File: config.mk
export PLATFORM = sky130hd
export DESIGN_NAME = sc_demux110_regbank
export DESIGN_NICKNAME = d
export VERILOG_FILES = /design/src/rtl/sc_demux110_regbank.sv
export SDC_FILE = /design/constraint.sdc
export NUM_CORES = 1
export LEC_CHECK = 0
export CORE_MARGIN = 3
export CORE_UTILIZATION = 54
export DETAILED_ROUTE_END_ITERATION = 8
export PLACE_DENSITY = 0.86
export SLEW_MARGIN = 20
export SYNTH_ARGS = -nofsm -noshare
export SYNTH_HDL_FRONTEND = slang
export SYNTH_SLANG_ARGS = --single-unit
export TNS_END_PERCENT = 100
File: constraint.sdc
create_clock -name SC_DEMUX110_CLOCK_50 -period 4.5 [get_ports SC_DEMUX110_CLOCK_50]
set_input_delay 0.45 -clock SC_DEMUX110_CLOCK_50 [delete_from_list [all_inputs] [get_ports SC_DEMUX110_CLOCK_50]]
set_output_delay 0.45 -clock SC_DEMUX110_CLOCK_50 [all_outputs]
set_load 0.005 [all_outputs]
File: src/rtl/sc_demux110_regbank.sv
// sc_demux110_regbank: ten-register write demultiplexer with single writes and
// pointer-driven bursts (IDLE -> BURST -> DONE), a sticky alias flag and a
// synchronous clear.
module sc_demux110_regbank #(
    parameter int NUMBER_DATAWIDTH = 8
) (
    input  logic                        SC_DEMUX110_CLOCK_50,
    input  logic                        SC_DEMUX110_RESET_InHigh,
    input  logic [NUMBER_DATAWIDTH-1:0] SC_DEMUX110_data_InBUS,
    input  logic [3:0]                  SC_DEMUX110_select_InBUS,
    input  logic                        SC_DEMUX110_write_In,
    input  logic                        SC_DEMUX110_burst_In,
    input  logic                        SC_DEMUX110_clear_In,
    output logic [NUMBER_DATAWIDTH-1:0] SC_DEMUX110_data1_OutBUS,
    output logic [NUMBER_DATAWIDTH-1:0] SC_DEMUX110_data2_OutBUS,
    output logic [NUMBER_DATAWIDTH-1:0] SC_DEMUX110_data3_OutBUS,
    output logic [NUMBER_DATAWIDTH-1:0] SC_DEMUX110_data4_OutBUS,
    output logic [NUMBER_DATAWIDTH-1:0] SC_DEMUX110_data5_OutBUS,
    output logic [NUMBER_DATAWIDTH-1:0] SC_DEMUX110_data6_OutBUS,
    output logic [NUMBER_DATAWIDTH-1:0] SC_DEMUX110_data7_OutBUS,
    output logic [NUMBER_DATAWIDTH-1:0] SC_DEMUX110_data8_OutBUS,
    output logic [NUMBER_DATAWIDTH-1:0] SC_DEMUX110_data9_OutBUS,
    output logic [NUMBER_DATAWIDTH-1:0] SC_DEMUX110_data10_OutBUS,
    output logic                        SC_DEMUX110_busy_Out,
    output logic                        SC_DEMUX110_done_Out,
    output logic                        SC_DEMUX110_alias_Out
);

    localparam int          NUM_REGS = 10;
    localparam logic [3:0]  LAST_IDX = 4'd9;

    typedef enum logic [1:0] {
        ST_IDLE  = 2'd0,
        ST_BURST = 2'd1,
        ST_DONE  = 2'd2
    } state_t;

    state_t                      state_q, state_d;
    logic [3:0]                  ptr_q, ptr_d;
    logic                        alias_q, alias_d;
    logic [NUMBER_DATAWIDTH-1:0] data_q [NUM_REGS];
    logic [NUMBER_DATAWIDTH-1:0] data_d [NUM_REGS];

    // Write request produced by the FSM, consumed by the register bank.
    logic                        wr_en;
    logic [3:0]                  wr_idx;
    logic                        clr;

    // Out-of-range selects alias onto the last register, like the 10:1 read mux.
    logic [3:0]                  sel_clamped;
    assign sel_clamped = (SC_DEMUX110_select_InBUS > LAST_IDX) ? LAST_IDX
                                                               : SC_DEMUX110_select_InBUS;

    // Next-state, pointer, flag and write-request decode.
    always_comb begin
        // NOTE: every output of this block gets a default first so no path leaves
        // a variable unassigned, which would otherwise infer a latch.
        state_d = state_q;
        ptr_d   = ptr_q;
        alias_d = alias_q;
        wr_en   = 1'b0;
        wr_idx  = 4'd0;
        clr     = 1'b0;

        if (SC_DEMUX110_clear_In) begin
            // Clear wins over any write or burst request in the same cycle.
            clr     = 1'b1;
            state_d = ST_IDLE;
            ptr_d   = 4'd0;
            alias_d = 1'b0;
        end else begin
            unique case (state_q)
                ST_IDLE: begin
                    if (SC_DEMUX110_burst_In) begin
                        // Burst start swallows a coincident write strobe.
                        ptr_d   = sel_clamped;
                        state_d = ST_BURST;
                    end else if (SC_DEMUX110_write_In) begin
                        wr_en  = 1'b1;
                        wr_idx = sel_clamped;
                        if (SC_DEMUX110_select_InBUS > LAST_IDX) begin
                            alias_d = 1'b1;
                        end
                    end
                end
                ST_BURST: begin
                    // write_In low is a stall: nothing moves.
                    if (SC_DEMUX110_write_In) begin
                        wr_en  = 1'b1;
                        wr_idx = ptr_q;
                        if (ptr_q == LAST_IDX) begin
                            state_d = ST_DONE;
                        end else begin
                            ptr_d = ptr_q + 4'd1;
                        end
                    end
                end
                ST_DONE: begin
                    state_d = ST_IDLE;
                end
                default: begin
                    state_d = ST_IDLE;
                end
            endcase
        end
    end

    // Register bank next values: clear all, or update exactly the addressed entry.
    always_comb begin
        for (int i = 0; i < NUM_REGS; i++) begin
            data_d[i] = data_q[i];
            if (clr) begin
                data_d[i] = '0;
            end else if (wr_en && (wr_idx == 4'(i))) begin
                data_d[i] = SC_DEMUX110_data_InBUS;
            end
        end
    end

    // State, pointer and alias flag registers.
    always_ff @(posedge SC_DEMUX110_CLOCK_50 or posedge SC_DEMUX110_RESET_InHigh) begin
        // NOTE: sequential state uses non-blocking assignments so every register
        // samples its inputs from before the edge, independent of statement order.
        if (SC_DEMUX110_RESET_InHigh) begin
            state_q <= ST_IDLE;
            ptr_q   <= 4'd0;
            alias_q <= 1'b0;
        end else begin
            state_q <= state_d;
            ptr_q   <= ptr_d;
            alias_q <= alias_d;
        end
    end

    // Data register bank.
    always_ff @(posedge SC_DEMUX110_CLOCK_50 or posedge SC_DEMUX110_RESET_InHigh) begin
        // NOTE: the bank is ten flop-based registers that must read 0 straight out
        // of reset, so it is reset like any other state; a RAM could not be.
        if (SC_DEMUX110_RESET_InHigh) begin
            for (int i = 0; i < NUM_REGS; i++) begin
                data_q[i] <= '0;
            end
        end else begin
            for (int i = 0; i < NUM_REGS; i++) begin
                data_q[i] <= data_d[i];
            end
        end
    end

    assign SC_DEMUX110_data1_OutBUS  = data_q[0];
    assign SC_DEMUX110_data2_OutBUS  = data_q[1];
    assign SC_DEMUX110_data3_OutBUS  = data_q[2];
    assign SC_DEMUX110_data4_OutBUS  = data_q[3];
    assign SC_DEMUX110_data5_OutBUS  = data_q[4];
    assign SC_DEMUX110_data6_OutBUS  = data_q[5];
    assign SC_DEMUX110_data7_OutBUS  = data_q[6];
    assign SC_DEMUX110_data8_OutBUS  = data_q[7];
    assign SC_DEMUX110_data9_OutBUS  = data_q[8];
    assign SC_DEMUX110_data10_OutBUS = data_q[9];

    assign SC_DEMUX110_busy_Out  = (state_q == ST_BURST);
    assign SC_DEMUX110_done_Out  = (state_q == ST_DONE);
    assign SC_DEMUX110_alias_Out = alias_q;

endmodule

; ---- After elaboration in Yosys (flattened, before gate mapping)
; Cells that the tools add are included.
[word_totals]
ff_bits = 87
input_bits = 17
out_inout_bits = 83
[op_classes]
addsub = 1
order_cmp = 1
n_eq_ne = 17
muxes = 46
n_reduce_logical = 29
[op_table]
columns = op, count
row1 = $mux 8, 20
row2 = $mux 4, 9
row3 = $reduce_bool 2->1, 13
row4 = $eq 4x3->1 const B, 4
row5 = $pmux 4 s2, 2
row6 = $eq 4x4->1 const B, 3
row7 = $logic_and 1x1->1, 10
row8 = $mux 1, 9
row9 = $ne 3x3->1 const B, 3
row10 = $eq 4x2->1 const B, 2
row11 = $mux 2, 4
row12 = $reduce_and 4->1, 2
row13 = $add 4x1->4 const B, 1
row14 = $eq 4x1->1 const B, 1
row15 = $gt 4x4->1 const B, 1
row16 = $logic_not 4->1, 1
row17 = $pmux 2 s2, 1
row18 = $ne 3x2->1 const B, 1
row19 = $reduce_and 3->1, 1
row20 = $reduce_bool 3->1, 1
row21 = $eq 2x1->1 const B, 1
row22 = $eq 2x2->1 const B, 1
row23 = $logic_not 2->1, 1
row24 = $ne 2x1->1 const B, 1
row25 = $pmux 1 s2, 1

; ---- Logic depth before layout (Yosys ltp)
; Gate-level depths: netlist of the first run.
[logic_depth]
ltp_word = 10
ltp_mapped = 10

; ---- Worst setup path before layout of the first run
; OpenSTA, ideal clock, no wires.
[synth_timing]
path_kind = register to register
start = register state_q[1]
end = register data_q (netlist bit SC_DEMUX110_data3_OutBUS[7])
setup_time_ns = 0.136
t_arrival_ns = 1.885
t_required_ns = 4.364
path_slack_ns = 2.479
stages_incl_launch_ff = 11
n_path_buf = 4
period_less_slack_ns = 2.021
path_cell_list = dfrtp_1 > buf_6 > nand2b_1 > buf_6 > inv_4 > a32oi_2 > or4_1 > buf_2 > buf_6 > o21ai_1 > a21oi_1
[synth_between]
elab_chain_len = 6
elab_cells_between_ends = 9
[synth_rtl]
columns = item, line_no
row1 = from (decl), 38  ; state_t state_q, state_d;
row2 = from (signal assigned), 129  ; state_q <= state_d;
row3 = $eq 2x1->1 *, -
row4 = via SC_DEMUX110_busy_Out, 24  ; output logic SC_DEMUX110_busy_Out,
row5 = $pmux 4 s2, 72  ; unique case (state_q)
row6 = $mux 4, 65  ; if (SC_DEMUX110_clear_In) begin
row7 = $eq 4x2->1, 114  ; end else if (wr_en && (wr_idx == 4'(i))) begin
row8 = $logic_and 1x1->1 *, 114
row9 = $reduce_bool 2->1 (no line) *, -
row10 = "to (signal, indexed assignment)", 145  ; data_q[i] <= data_d[i];
row11 = to (decl), 41  ; logic [NUMBER_DATAWIDTH-1:0] data_q [NUM_REGS];
; Mark *: on every way through the listed nets, which the timed path passes. The rest lies on a longest branch.
; A chain may end at the register's enable or synchronous reset.

; ---- Worst setup path after layout of the first run
[layout_timing]
start = input port SC_DEMUX110_write_In
end = register data_q (netlist bit SC_DEMUX110_data2_OutBUS[7])
[layout_between]
elab_chain_len = 7
elab_cells_between_ends = 12
[layout_rtl]
columns = item, line_no
row1 = from (decl), 11  ; input logic SC_DEMUX110_write_In,
row2 = $mux 4, 78  ; end else if (SC_DEMUX110_write_In) begin
row3 = $mux 4, 74  ; if (SC_DEMUX110_burst_In) begin
row4 = $pmux 4 s2, 72
row5 = $mux 4, 65
row6 = $eq 4x1->1, 114
row7 = $logic_and 1x1->1 *, 114
row8 = $reduce_bool 2->1 (no line) *, -
; Mark *: on every way between the ends. The rest lies on a longest branch, timed or not.

==> flow_summary.json, run 1 <==
{
  "status": "finished clean",
  "post_cts_buffers": 0,
  "critPathLaunch": "SC_DEMUX110_write_In",
  "final_net_count": 537,
  "overflow": 0,
  "timing.rr.start": "state_q[1]$_DFFE_PP0P_",
  "clock_path_buffers": 2,
  "routabilityCongestion": 0.875,
  "grt_max_degree": 59,
  "start_util": 0.566,
  "tns_ns": 0,
  "holdBufCountCts": 0,
  "port_buffers": 99,
  "ios": 100,
  "hp-class": "in -> reg",
  "cpMaxStageDelayCell": "a21oi_2",
  "ys_seq_area_frac": 0.522,
  "netlist_instances": 450,
  "synth_common_cells": "dfrtp_1, a21oi_1, nand3_1",
  "synth_top_area_cell": "dfrtp_1",
  "worstSetupEndpointType": "register",
  "ys.flop_type": "dfrtp_1",
  "setup_violations": 0,
  "synth_seq_cells": 87,
  "multi_input_comb_area_um2": 1750,
  "cts.sinks": 87,
  "path_buf_inv": 1,
  "max-vdd-ir-drop_v": 0.000165,
  "ant_nets": 0,
  "firstDrtPassIters": 5,
  "slew-limit-headroom": 0.273,
  "dieArea_um2": 8820,
  "avgSynthCellArea_um2": 9.27,
  "hpwl_mm": 7.60,
  "synth_most_common_cell": "dfrtp_1",
  "grt_usage": 0.279,
  "antenna_found_initial": 0,
  "wirelength_mm": 12.0,
  "crit_arrival_ns": 3.12,
  "post_cts_resize_count": 0,
  "post_drt_wl_per_cell_um": 19.4,
  "clock_latency_ns": 0.36,
  "vias_per_cell": 6.36,
  "rsz0062_at_grt": "no",
  "drc": 0,
  "fmax_mhz": 353,
  "synth-edff-count": 0,
  "row_count": 31,
  "grt_pass1_wl_mm": 19.0,
  "die_w_um": 93.9,
  "fill_cells": 552,
  "n_antenna_cell": 0,
  "vias": 3948,
  "drv_cap": 0,
  "slew_viol_final": 0,
  "post-route-period-util": 0.630,
  "cts_buffers": 9,
  "p_leak_nw": 2.03,
  "ys_top_cells_by_area": "dfrtp_1, a21oi_1, nand3_1",
  "cts_tree": "done",
  "syn_area_um2": 4170,
  "critPathKind": "in -> reg",
  "htree_levels": 3,
  "synthArstFlopShare": 1.00,
  "synth_top_area_frac": 0.522,
  "synth_nets": 469,
  "clk_pin_slew_ns": 0.09,
  "required_ns": 4.78,
  "yosysWarnings": 0,
  "synth_cell_types": 42,
  "syn2layout_area_growth_pct": 27.4,
  "power_density_nw_per_um2": 292,
  "fp.dieH_um": 93.9,
  "grt_pass1_vias": 3691,
  "start_kind": "input pin",
  "grt_use_met2": 0.427,
  "grt_util_met3": 0.0545,
  "fin_crit_ns": 2.84,
  "skew_ns": 0.0182,
  "hold_viol": 0,
  "final_util": 0.721,
  "crit_family": "compound AO/OA/AOI/OAI gates",
  "min-delay-start": "SC_DEMUX110_clear_In",
  "design_area_um2": 5320,
  "top_usage_layer": "met2",
  "grt_use_met1": 0.371,
  "path_cells": "clkdlybuf4s50_1, nor3b_4, o211ai_1, a21oi_2, nand3_1, a21oi_1",
  "root_buffer": "clkbuf_8",
  "core_area_um2": 7370,
  "critPathMaxFanout": 24,
  "worst_slew_pin_slew_ns": 1.09,
  "seqCellArea_um2": 2180,
  "max_stage_delay_ns": 0.88,
  "drt_iter0_markers": 352,
  "drive_gt1_frac": 0.0728,
  "placement.cell_area_um2": 5090,
  "whs_ns": 0.463
}
==> through the flow <==
| step | std cells | power, mW | setup slack, ns |
|---|---|---|---|
| floorplan | 450 | 0.909 | 1.80 |
| global placement | 606 | 0.963 | 1.44 |
| detailed placement | 606 | 0.965 | 1.29 |
| CTS | 621 | 1.55 | 1.53 |
| global route | 621 | 1.60 | 1.47 |
| finish | 621 | 1.55 | 1.66 |
==> per-layer routing <==
| layer | routed length, um | vias to the layer above |
|---|---|---|
| met5 | 0 | - |
| met4 | 495 | 0 |
| met3 | 1010 | 45 |
| met2 | 5730 | 245 |
| met1 | 4790 | 1896 |
| li1 | - | 1762 |
==> tightest hold or removal path: stages <==
cell and delay (ns):
buf_2 0.13, nor3b_4 0.08, nand2_1 0.07, nor2_1 0.04
==> sequential cells by signal, indices dropped and copies added, names as in the netlist <==
register	count
SC_DEMUX110_data8_OutBUS	8
SC_DEMUX110_data6_OutBUS	8
SC_DEMUX110_data4_OutBUS	8
SC_DEMUX110_data1_OutBUS	8
state_q	2
SC_DEMUX110_data7_OutBUS	8
SC_DEMUX110_data3_OutBUS	8
SC_DEMUX110_data10_OutBUS	8
SC_DEMUX110_data5_OutBUS	8
SC_DEMUX110_alias_Out	1
SC_DEMUX110_data9_OutBUS	8
SC_DEMUX110_data2_OutBUS	8
ptr_q	4
==> placed cells by master, fill, tap and decap left out, types with 2 or more instances in the layout <==
| cell type | netlist | layout |
|---|---|---|
| clkinvlp_4 | 0 | 2 |
| nor2b_1 | 4 | 4 |
| bufinv_16 | 0 | 2 |
| nand2b_1 | 2 | 2 |
| clkdlybuf4s50_1 | 0 | 98 |
| and3_1 | 2 | 2 |
| o211a_1 | 2 | 2 |
| o21ai_0 | 64 | 63 |
| o21ai_1 | 20 | 21 |
| nand2_1 | 10 | 10 |
| a21o_1 | 2 | 2 |
| a21oi_2 | 3 | 3 |
| nor4_4 | 1 | 2 |
| nor2_1 | 7 | 7 |
| ha_1 | 2 | 2 |
| nand3_1 | 84 | 84 |
| dfrtp_1 | 87 | 87 |
| inv_6 | 0 | 2 |
| buf_4 | 2 | 7 |
| o211ai_1 | 2 | 2 |
| clkbuf_8 | 0 | 9 |
| nand3b_1 | 2 | 2 |
| a32oi_2 | 2 | 2 |
| a21oi_1 | 86 | 86 |
==> final timing paths <==
path,to,slack [ns],cells after the start
worst min-delay path,state_q[1]$_DFFE_PP0P_,0.46,4
max in group asynchronous,SC_DEMUX110_data10_OutBUS[6]$_DFFE_PP0P_,2.98,3
min in group asynchronous,SC_DEMUX110_data4_OutBUS[4]$_DFFE_PP0P_,0.59,2
worst max register to register,SC_DEMUX110_data2_OutBUS[7]$_DFFE_PP0P_,1.82,6
worst max-delay path,SC_DEMUX110_data2_OutBUS[7]$_DFFE_PP0P_,1.66,6
worst min register to register,SC_DEMUX110_alias_Out$_DFFE_PP0P_,0.51,2
==> kinds of logic (layout without fill, tap and decap cells) <==
family                     Yosys count  in the layout  share of synthesized area
AOI/OAI and AO/OA                  188            188                      0.246
DFF                                 87             87                      0.522
adders and majority gates            2              2                    0.00600
and+or+nand+nor                    121            121                      0.161
buffers and inverters               52            124                     0.0648
==> cell type report <==
class | count | area share
inverter | 3 | 0.00282
clock inverter | 6 | 0.0174
clock buffer | 9 | 0.0233
sequential | 87 | 0.410
multi-input combinational | 311 | 0.328
tap | 99 | 0.0233
timing repair buffer | 106 | 0.195
==> power breakdown <==
group / switching (mW) / leakage [nW] / total [mW] / internal (mW)
Combinational: 0.107 / 0.723 / 0.154 / 0.0469
Sequential: 0.0105 / 1.21 / 0.800 / 0.790
Clock: 0.285 / 0.102 / 0.599 / 0.313
Total: 0.403 / 2.03 / 1.55 / 1.15
No activity file was read; power rests on OpenSTA's default activity.
==> inputs of run 2 (changes only) <==
CORE_UTILIZATION = 45   (was 54)
PLACE_DENSITY = 0.76   (was 0.86)
clock period = 2.3 ns   (was 4.5 ns; I/O delays follow)
==> flow_summary.json, run 2 (synthesized netlist as in run 1, its figures left out) <==
{
  "max-vdd-ir-drop_v": 0.000280,
  "post_drt_wl_per_cell_um": 19.0,
  "start_kind": "register",
  "worst_slew_pin_slew_ns": 0.621,
  "post_cts_buffers": 0,
  "final_net_count": 557,
  "fin_crit_ns": 2.13,
  "finalPower_mw": 2.90,
  "drc": 0,
  "dieArea_um2": 10500,
  "hpwl_mm": 8.15,
  "path_buf_inv": 3,
  "htree_levels": 3,
  "fill_cells": 765,
  "critPathKind": "reg -> reg",
  "ant_nets": 0,
  "final_cell_mix": "clkdlybuf4s50_1, dfrtp_1, a21oi_1, nand3_1, o21ai_0",
  "required_ns": 2.49,
  "cts_tree": "done",
  "drive_gt1_frac": 0.102,
  "root_buffer": "clkbuf_8",
  "path_cells": "nand2b_1, inv_4, a32oi_2, buf_4, nand3_1, buf_4, o21ai_0, a21oi_1",
  "power_density_nw_per_um2": 524,
  "drv_cap": 0,
  "row_count": 34,
  "n_antenna_cell": 0,
  "clock_latency_ns": 0.34,
  "critPathMaxFanout": 16,
  "status": "finished clean",
  "cpMaxStageDelayCell": "dfrtp_1",
  "slew-limit-headroom": 0.585,
  "hold_viol": 0,
  "worstSetupEndpointType": "register",
  "cts.sinks": 87,
  "drt_iter0_markers": 321,
  "grt_usage": 0.245,
  "hp-class": "in -> async",
  "fp.dieH_um": 102,
  "grt_pass1_wl_mm": 20.1,
  "crit_family": "compound AO/OA/AOI/OAI gates",
  "syn2layout_area_growth_pct": 32.8,
  "wirelength_mm": 12.4,
  "clock_path_buffers": 2,
  "vias_per_cell": 6.09,
  "final_common_cell": "clkdlybuf4s50_1",
  "clk_pin_slew_ns": 0.09,
  "ios": 100,
  "rsz0062_at_grt": "no",
  "die_w_um": 102,
  "place_ws_ns": 0.0192,
  "core_area_um2": 8850,
  "max_stage_delay_ns": 0.47,
  "skew_ns": 0.00860,
  "cpMostUsedCell": "buf_4",
  "p_leak_nw": 2.15,
  "overflow": 0,
  "routabilityCongestion": 0.866,
  "port_buffers": 99,
  "post_cts_resize_count": 0,
  "antenna_found_initial": 0,
  "grt_max_degree": 88,
  "slew_viol_final": 0,
  "stdcell_count": 649,
  "tns_ns": 0,
  "setup_ws_ns": 0.173,
  "crit_arrival_ns": 2.32,
  "grt_pass1_vias": 3789,
  "post-route-period-util": 0.925,
  "setup_violations": 0,
  "start_util": 0.471,
  "firstDrtPassIters": 5,
  "whs_ns": 0.348,
  "holdBufCountCts": 0,
  "placed_cells": 635,
  "vias": 3954,
  "fmax_mhz": 470,
  "cts_buffers": 9
}
[run 2: layer usage]
layer  global-route usage  vias to the layer above  routed length [um]  share of wire
li1                     -                     1799                   -              -
met1                0.347                     1939                5160           0.42
met2                0.381                      198                5990           0.48
met3               0.0389                       18                 948          0.077
met4               0.0928                        0                 262          0.021
met5                    0                        -                   0              0
[run 2: area by class of cell]
| cell class | instances | area, um2 | share of cell area |
|---|---|---|---|
| inverter | 3 | 17.5 | 0.00316 |
| clock inverter | 4 | 48.8 | 0.00881 |
| timing repair buffer | 126 | 1300 | 0.235 |
| clock buffer | 10 | 128 | 0.0230 |
| multi-input combinational | 311 | 1730 | 0.313 |
| tap | 108 | 135 | 0.0244 |
| sequential | 87 | 2180 | 0.393 |
[run 2: where the power goes]
part	total, mW	internal (mW)	switching, mW
sequential	1.56	1.55	0.0188
combinational	0.343	0.125	0.218
clock	0.996	0.489	0.507
[run 2: final timing paths]
path,from,to,slack (ns),cells after the start
min in group SC_DEMUX110_CLOCK_50,SC_DEMUX110_clear_In,SC_DEMUX110_alias_Out$_DFFE_PP0P_,0.41,3
setup / recovery,state_q[0]$_DFFE_PP0P_,SC_DEMUX110_data10_OutBUS[5]$_DFFE_PP0P_,0.17,8
hold / removal,SC_DEMUX110_RESET_InHigh,SC_DEMUX110_data4_OutBUS[3]$_DFFE_PP0P_,0.35,3
setup reg to reg,state_q[0]$_DFFE_PP0P_,SC_DEMUX110_data10_OutBUS[5]$_DFFE_PP0P_,0.17,8
hold reg to reg,SC_DEMUX110_alias_Out$_DFFE_PP0P_,SC_DEMUX110_alias_Out$_DFFE_PP0P_,0.51,2
max in group asynchronous,SC_DEMUX110_RESET_InHigh,SC_DEMUX110_alias_Out$_DFFE_PP0P_,1.58,3
[run 2: worst register-to-register path, stage by stage, from the launching register on]
cell and delay [ns]:
dfrtp_1 0.47, nand2b_1 0.29, inv_4 0.10, a32oi_2 0.25
buf_4 0.19, nand3_1 0.14, buf_4 0.23, o21ai_0 0.20
a21oi_1 0.12
[run 2: per-stage QoR]
stage,utilization,area (um2)
6_report,0.626,5540
5_1_grt,0.626,5540
4_1_cts,0.626,5540
3_5_place_dp,0.606,5360
3_3_place_gp,0.606,5360
2_1_floorplan,-,4180
